$ cat src/rtl/stream_demux_1to4_pkg.sv
// Shared definitions for the 1-to-4 stream demultiplexer: lane state encoding,
// default widths and the 4-to-1 mux used for the ready lookup.
package stream_demux_1to4_pkg;

    localparam int unsigned DEF_MUX_SIZE = 32;
    localparam int unsigned DEF_CNT_SIZE = 8;
    localparam int unsigned NUM_LANES    = 4;
    localparam int unsigned SEL_W        = 2;

    typedef enum logic {
        LANE_EMPTY = 1'b0,
        LANE_FULL  = 1'b1
    } lane_state_e;

    // 4-to-1 single-bit mux
    function automatic logic mux4_1(input logic [NUM_LANES-1:0] d, input logic [SEL_W-1:0] s);
        return d[s];
    endfunction

endpackage

$ cat src/rtl/stream_demux_1to4_lane.sv
// One output lane: EMPTY/FULL handshake FSM, payload register and
// delivered-payload counter.
module demux_lane
    import stream_demux_1to4_pkg::*;
#(
    parameter int unsigned DATA_W = DEF_MUX_SIZE,
    parameter int unsigned CNT_W  = DEF_CNT_SIZE
) (
    input  logic              clk_i,
    input  logic              rst_i,
    input  logic              load_i,
    input  logic [DATA_W-1:0] data_i,
    input  logic              ready_i,
    output logic              valid_o,
    output logic [DATA_W-1:0] data_o,
    output logic [CNT_W-1:0]  count_o,
    output logic              lane_rdy_c_o
);

    lane_state_e       r_state;
    lane_state_e       w_state_nxt;
    logic              w_deliver;
    logic [DATA_W-1:0] r_data;
    logic [CNT_W-1:0]  r_count;

    always_ff @(posedge clk_i) begin
        if (rst_i) begin
            r_state <= LANE_EMPTY;
        end else begin
            r_state <= w_state_nxt;
        end
    end

    // A new load always keeps the lane FULL, even while the old payload leaves
    always_comb begin
        w_state_nxt = r_state;
        w_deliver   = 1'b0;
        case (r_state)
            LANE_EMPTY: begin
                if (load_i) begin
                    w_state_nxt = LANE_FULL;
                end
            end
            LANE_FULL: begin
                w_deliver = ready_i;
                if (!load_i && ready_i) begin
                    w_state_nxt = LANE_EMPTY;
                end
            end
            default: w_state_nxt = LANE_EMPTY;
        endcase
    end

    always_ff @(posedge clk_i) begin
        if (rst_i) begin
            r_data <= '0;
        end else if (load_i) begin
            r_data <= data_i;
        end
    end

    always_ff @(posedge clk_i) begin
        if (rst_i) begin
            r_count <= '0;
        end else if (w_deliver) begin
            r_count <= r_count + CNT_W'(1);
        end
    end

    assign valid_o      = (r_state == LANE_FULL);
    assign data_o       = r_data;
    assign count_o      = r_count;
    assign lane_rdy_c_o = (r_state == LANE_EMPTY) || ready_i;

endmodule

$ cat src/rtl/stream_demux_1to4.sv
// 1-to-4 valid/ready stream demultiplexer: routes each accepted payload to the
// lane picked by sel_i, with one register stage per lane.
module stream_demux_1to4
    import stream_demux_1to4_pkg::*;
#(
    parameter int unsigned mux_size = DEF_MUX_SIZE,
    parameter int unsigned cnt_size = DEF_CNT_SIZE
) (
    input  logic                clk_i,
    input  logic                rst_i,
    input  logic [mux_size-1:0] data_i,
    input  logic [SEL_W-1:0]    sel_i,
    input  logic                valid_i,
    output logic                ready_o,
    output logic [mux_size-1:0] data_0_o,
    output logic [mux_size-1:0] data_1_o,
    output logic [mux_size-1:0] data_2_o,
    output logic [mux_size-1:0] data_3_o,
    output logic                valid_0_o,
    output logic                valid_1_o,
    output logic                valid_2_o,
    output logic                valid_3_o,
    input  logic                ready_0_i,
    input  logic                ready_1_i,
    input  logic                ready_2_i,
    input  logic                ready_3_i,
    output logic [cnt_size-1:0] count_0_o,
    output logic [cnt_size-1:0] count_1_o,
    output logic [cnt_size-1:0] count_2_o,
    output logic [cnt_size-1:0] count_3_o
);

    logic [NUM_LANES-1:0] w_ready_in;
    logic [NUM_LANES-1:0] w_lane_rdy;
    logic [NUM_LANES-1:0] w_load;
    logic [NUM_LANES-1:0] w_valid;
    logic [mux_size-1:0]  w_data  [NUM_LANES];
    logic [cnt_size-1:0]  w_count [NUM_LANES];
    logic                 w_in_xfer;

    assign w_ready_in = {ready_3_i, ready_2_i, ready_1_i, ready_0_i};

    // Acceptance depends only on the addressed lane, never on valid_i
    assign ready_o   = mux4_1(w_lane_rdy, sel_i);
    assign w_in_xfer = valid_i && ready_o;
    assign w_load    = w_in_xfer ? NUM_LANES'(4'b0001 << sel_i) : '0;

    for (genvar g = 0; g < NUM_LANES; g++) begin : g_lane
        demux_lane #(
            .DATA_W (mux_size),
            .CNT_W  (cnt_size)
        ) u_lane (
            .clk_i        (clk_i),
            .rst_i        (rst_i),
            .load_i       (w_load[g]),
            .data_i       (data_i),
            .ready_i      (w_ready_in[g]),
            .valid_o      (w_valid[g]),
            .data_o       (w_data[g]),
            .count_o      (w_count[g]),
            .lane_rdy_c_o (w_lane_rdy[g])
        );
    end

    assign data_0_o  = w_data[0];
    assign data_1_o  = w_data[1];
    assign data_2_o  = w_data[2];
    assign data_3_o  = w_data[3];
    assign valid_0_o = w_valid[0];
    assign valid_1_o = w_valid[1];
    assign valid_2_o = w_valid[2];
    assign valid_3_o = w_valid[3];
    assign count_0_o = w_count[0];
    assign count_1_o = w_count[1];
    assign count_2_o = w_count[2];
    assign count_3_o = w_count[3];

endmodule
$ cat config.mk
export PLATFORM = sky130hd
export DESIGN_NAME = stream_demux_1to4
export DESIGN_NICKNAME = d
export VERILOG_FILES = /design/src/rtl/stream_demux_1to4_pkg.sv /design/src/rtl/stream_demux_1to4_lane.sv /design/src/rtl/stream_demux_1to4.sv
export SDC_FILE = /design/constraint.sdc
export NUM_CORES = 1
export LEC_CHECK = 0
export BUFFER_PORTS_ARGS = -buffer_cell sky130_fd_sc_hd__buf_4
export CAP_MARGIN = 20
export CORE_ASPECT_RATIO = 0.5
export CORE_MARGIN = 4
export CORE_UTILIZATION = 51
export CTS_CLUSTER_DIAMETER = 120
export DETAILED_ROUTE_END_ITERATION = 12
export PLACE_DENSITY = 0.89
export SYNTH_ARGS = -nofsm -noshare
export SYNTH_HDL_FRONTEND = slang
export SYNTH_SLANG_ARGS = --single-unit
$ cat constraint.sdc
create_clock -name clk_i -period 2.3 [get_ports clk_i]
set_input_delay 0.69 -clock clk_i [delete_from_list [all_inputs] [get_ports clk_i]]
set_output_delay 0.69 -clock clk_i [all_outputs]
set_load 0.01 [all_outputs]
Yosys cells after proc, flatten, opt, wreduce, memory -nomap -nowiden
Index checks and enable logic that the tools add are counted.

operators by class
  $add $sub $neg = 4
  order comparisons = 1
  shift-type cells = 1
  multiplexer cells = 19
  bitwise gates (word level) = 4
  reductions and logical operators = 13

operators with widths
  operator                                             number
  adder 8 x 1 -> 8 bit (second input constant)         4
  two-way mux 1 bit                                    13
  case mux 1 bit (2 select lines)                      4
  logical AND 1 bit                                    5
  zero test 1 bit                                      4
  logical OR 1 bit                                     4
  two-way mux 4 bit                                    1
  inverter 1 bit                                       4
  left shift 1 x 2 -> 4 bit (first input constant)     1
  < comparator 2 x 3 -> 1 bit (second input constant)  1
  binary-select mux 1 bit (select 2 bit)               1

storage, ports and cells
  flip-flop bits (word level) = 164
  input port bits = 41
  output and inout port bits = 165

Logic depth before layout (Yosys ltp)
  word-level depth = 10
  depth in mapped cells = 6
  gate-level depth less buffers = 4

By module
A second synthesis with hierarchy kept.

second synthesis, totals
  cells, all modules = 597
  area total of the unflattened synthesis = 6088.3 um^2

by module, submodules not included
  module             instances  cells each  area each (um^2)
  demux_lane         4          148         1505.2
  stream_demux_1to4  1          5           67.6

Least setup slack after synthesis
OpenSTA, ideal clock, no wires.

  kind = input port to output port
  from = in ready_3_i
  to = out ready_o
  arrival time = 1.452 ns
  setup slack = 0.158 ns
  cell stages on the path = 3
  cell sequence = nand2b_1 -> buf_4 -> mux4_2

between the ends
  longest elaborated chain between the ends = 3

RTL lines
  element                                  line                          RTL
  start, declared                          stream_demux_1to4.sv:26       input logic ready_3_i,
  logical OR 1 bit                         stream_demux_1to4_lane.sv:73  assign lane_rdy_c_o = (r_state == LANE_EMPTY) || ready_i;
  binary-select mux 1 bit (select 2 bit)   stream_demux_1to4_pkg.sv:17   return d[s];
  two-way mux 1 bit (implied by the code)  stream_demux_1to4_pkg.sv:17
  end, declared                            stream_demux_1to4.sv:14       output logic ready_o,

No other way between the ends. The select of a mux whose other input is x is not followed.

Worst setup path after layout
Same ends and word-level chain as after synthesis.

==> metrics <==
Area Overhead vs Synth=36.58%; DP Cell Count=1095; layout cell share with drive strength beyond 1=29.31%; Routed Antenna Nets=0; vias in the first global route=6515; DIE HEIGHT=87.55 um; Layout Cells excl Fill=1127; worst path required time=1.61 ns; Synth Warn #=0; die area=14630 um^2; dpl hpwl=14600 um; Vias=6924; pin count of the biggest net entering global routing=53; final global-route overflow total=0; Final Wtd Congestion=0.9070; Syn Area/Cell=8.371 um^2; Yosys reg bits=164; ys async rst share=0%; failing checks=negative setup slack; Final Hold Slack=0.4778 ns; Synth Net Count=816; Clock Skew=0.009834 ns; mean routed wirelength per cell=19.39 um; Port Buffers=205; status=finished with violations; Global Route Usage Sum=28.74%; Post-CTS Setup Bufs=0; Most used DFF post-synth=dfxtp_1; post-route clock period utilization=100.1%; top-area cell type share of the netlist area=50.87%; Die Span X=167.1 um; critical path type=in2out; ranking of synthesized cells by area=dfxtp_1 51%, a21oi_1 12%, nand3_1 11%; final hold vios=0; clock root buffer=clkbuf_16; startpoint types=primary input; vias per cell=6.144; number of buffers created by CTS=17; minimum clock period=2.302 ns; Syn Inst Count=771; crit-path max FO=2; max_cap viols=0; post-synth cell types=32; final number of max-transition violations=0; Post-synth EDFFs=0; first-pass GRT wire length=33800 um; f_max=0.4344 GHz; relative max-transition margin=60.59%; Clock transition at path regs=0.07 ns; Max VDD drop=500.8 uV; sequential area share after synthesis=50.87%; num rows=28; Residual DRC=0; drt first pass iters=7; initial antenna violation count=0; worst setup margin=-0.001879 ns; PD cells=758.1 nW/um^2; Worst EP arrival=1.61 ns; register area=3284 um^2; Layout Nets=994; leak pwr=0.003452 uW; most common cell after layout, fill and taps aside=buf_4; Crit. End Element=output port; Filler cells=908; largest area contributor in the netlist=dfxtp_1; Hold WC Path Type=reg2reg; Clk Latency, worst-skew pair=0.42 ns; ANT cells=0; htree depth=4; RSZ-0062 raised after global routing=false; measured slew at the worst slew-check pin=0.5911 ns; setup violators final=1; synthesized area=6454 um^2; Initial Util=53.40%; 1st-iter DRT viols=890; drt total wl=21850 um; CTS tree=yes; CTS Sinks=164; Placeable Area=12090 um^2; top-level I/O count=206; clock tree buffer depth=2; area used by multi-input combinational logic=2853 um^2; leading cell types in the layout, fill and taps excluded=230 x buf_4, 163 x dfxtp_1, 156 x a21oi_1
[flip-flops by register name, summed over array words and instances (netlist names)]
name / cells
g_lane.u_lane.data_o: 128
g_lane.u_lane.count_o: 32
g_lane.u_lane.valid_o: 4
[kinds of logic (layout without fill, tap and decap cells)]
family          after synthesis  in the layout  share of synthesized area, %
mux                           1              1                        0.3489
flops                       164            164                         50.87
buf+inv                      82            273                         5.487
xor+xnor                      8              8                         1.086
fa+ha+maj                     4              4                        0.7755
simple gates                208            208                         17.55
compound gates              304            304                         23.89
[metal layers]
metal,global-route usage [%],part of all wire (%),vias up
met1,35.47,38,3283
met5,0,0,-
met3,7.439,10,71
met4,13.59,3.6,0
met2,48.17,48,430
li1,-,-,3140
[synth_stat cells (2+ instances only)]
cell,count
a21oi_1,156
o31ai_1,8
inv_1,8
nand3_1,143
nand3b_1,2
o21ai_0,128
or3_1,9
buf_2,26
nand2b_1,4
and3b_1,2
nor2_1,8
o21ai_1,12
or3_2,3
xnor2_1,4
ha_1,4
clkbuf_2,2
xor2_1,4
nand4_2,3
nand4_1,7
nand2_1,12
dfxtp_1,164
buf_1,3
and2b_2,3
clkbuf_1,41
or4_1,8
[repair_timing]
item	CTS	global route
resized for setup	6	0
hold buffers	0	0
setup endpoints to repair	1	0
[area by class of cell]
type	instances	area share [%]
flip-flops and latches	164	37.26
multi-input cells	525	32.36
repair buffers	233	20.17
clock buffers	22	5.607
well taps	165	2.342
clock inverters	10	1.916
inverters	8	0.3407
[final timing paths]
check                               from                          end  slack, ns  cells after the start
max                            ready_3_i                      ready_o     -0.002                      4
min reg2reg  g_lane[0].u_lane.data_o[13]  g_lane[0].u_lane.data_o[13]       0.48                      2
min          g_lane[0].u_lane.data_o[13]  g_lane[0].u_lane.data_o[13]       0.48                      2
max reg2reg     g_lane[2].u_lane.valid_o   g_lane[2].u_lane.data_o[3]       0.71                      4
[power breakdown]
group / switching [uW] / internal [uW]
Combinational: 341 / 238
Sequential: 46.1 / 2920
Clock: 1170 / 1970
[metrics by stage]
step                power (uW)  setup TNS [ns]  util, %  area, um^2  setup WS, ns
global placement          3568        -0.04722    67.15        8117      -0.04722
detailed placement        3582        -0.03343    67.15        8117      -0.03343
floorplan                 3273               0        -        6454        0.1581
finish                    6683       -0.001879    72.93        8815     -0.001879
global route              6890               0    72.93        8815     0.0002326
CTS                       6689               0    72.93        8815       0.01019
[worst max-delay path: stages]
cell and delay [ns]:
buf_4 0.12, nand2b_4 0.14, mux4_2 0.52, buf_6 0.15
No activity file was read; power rests on OpenSTA's default activity.
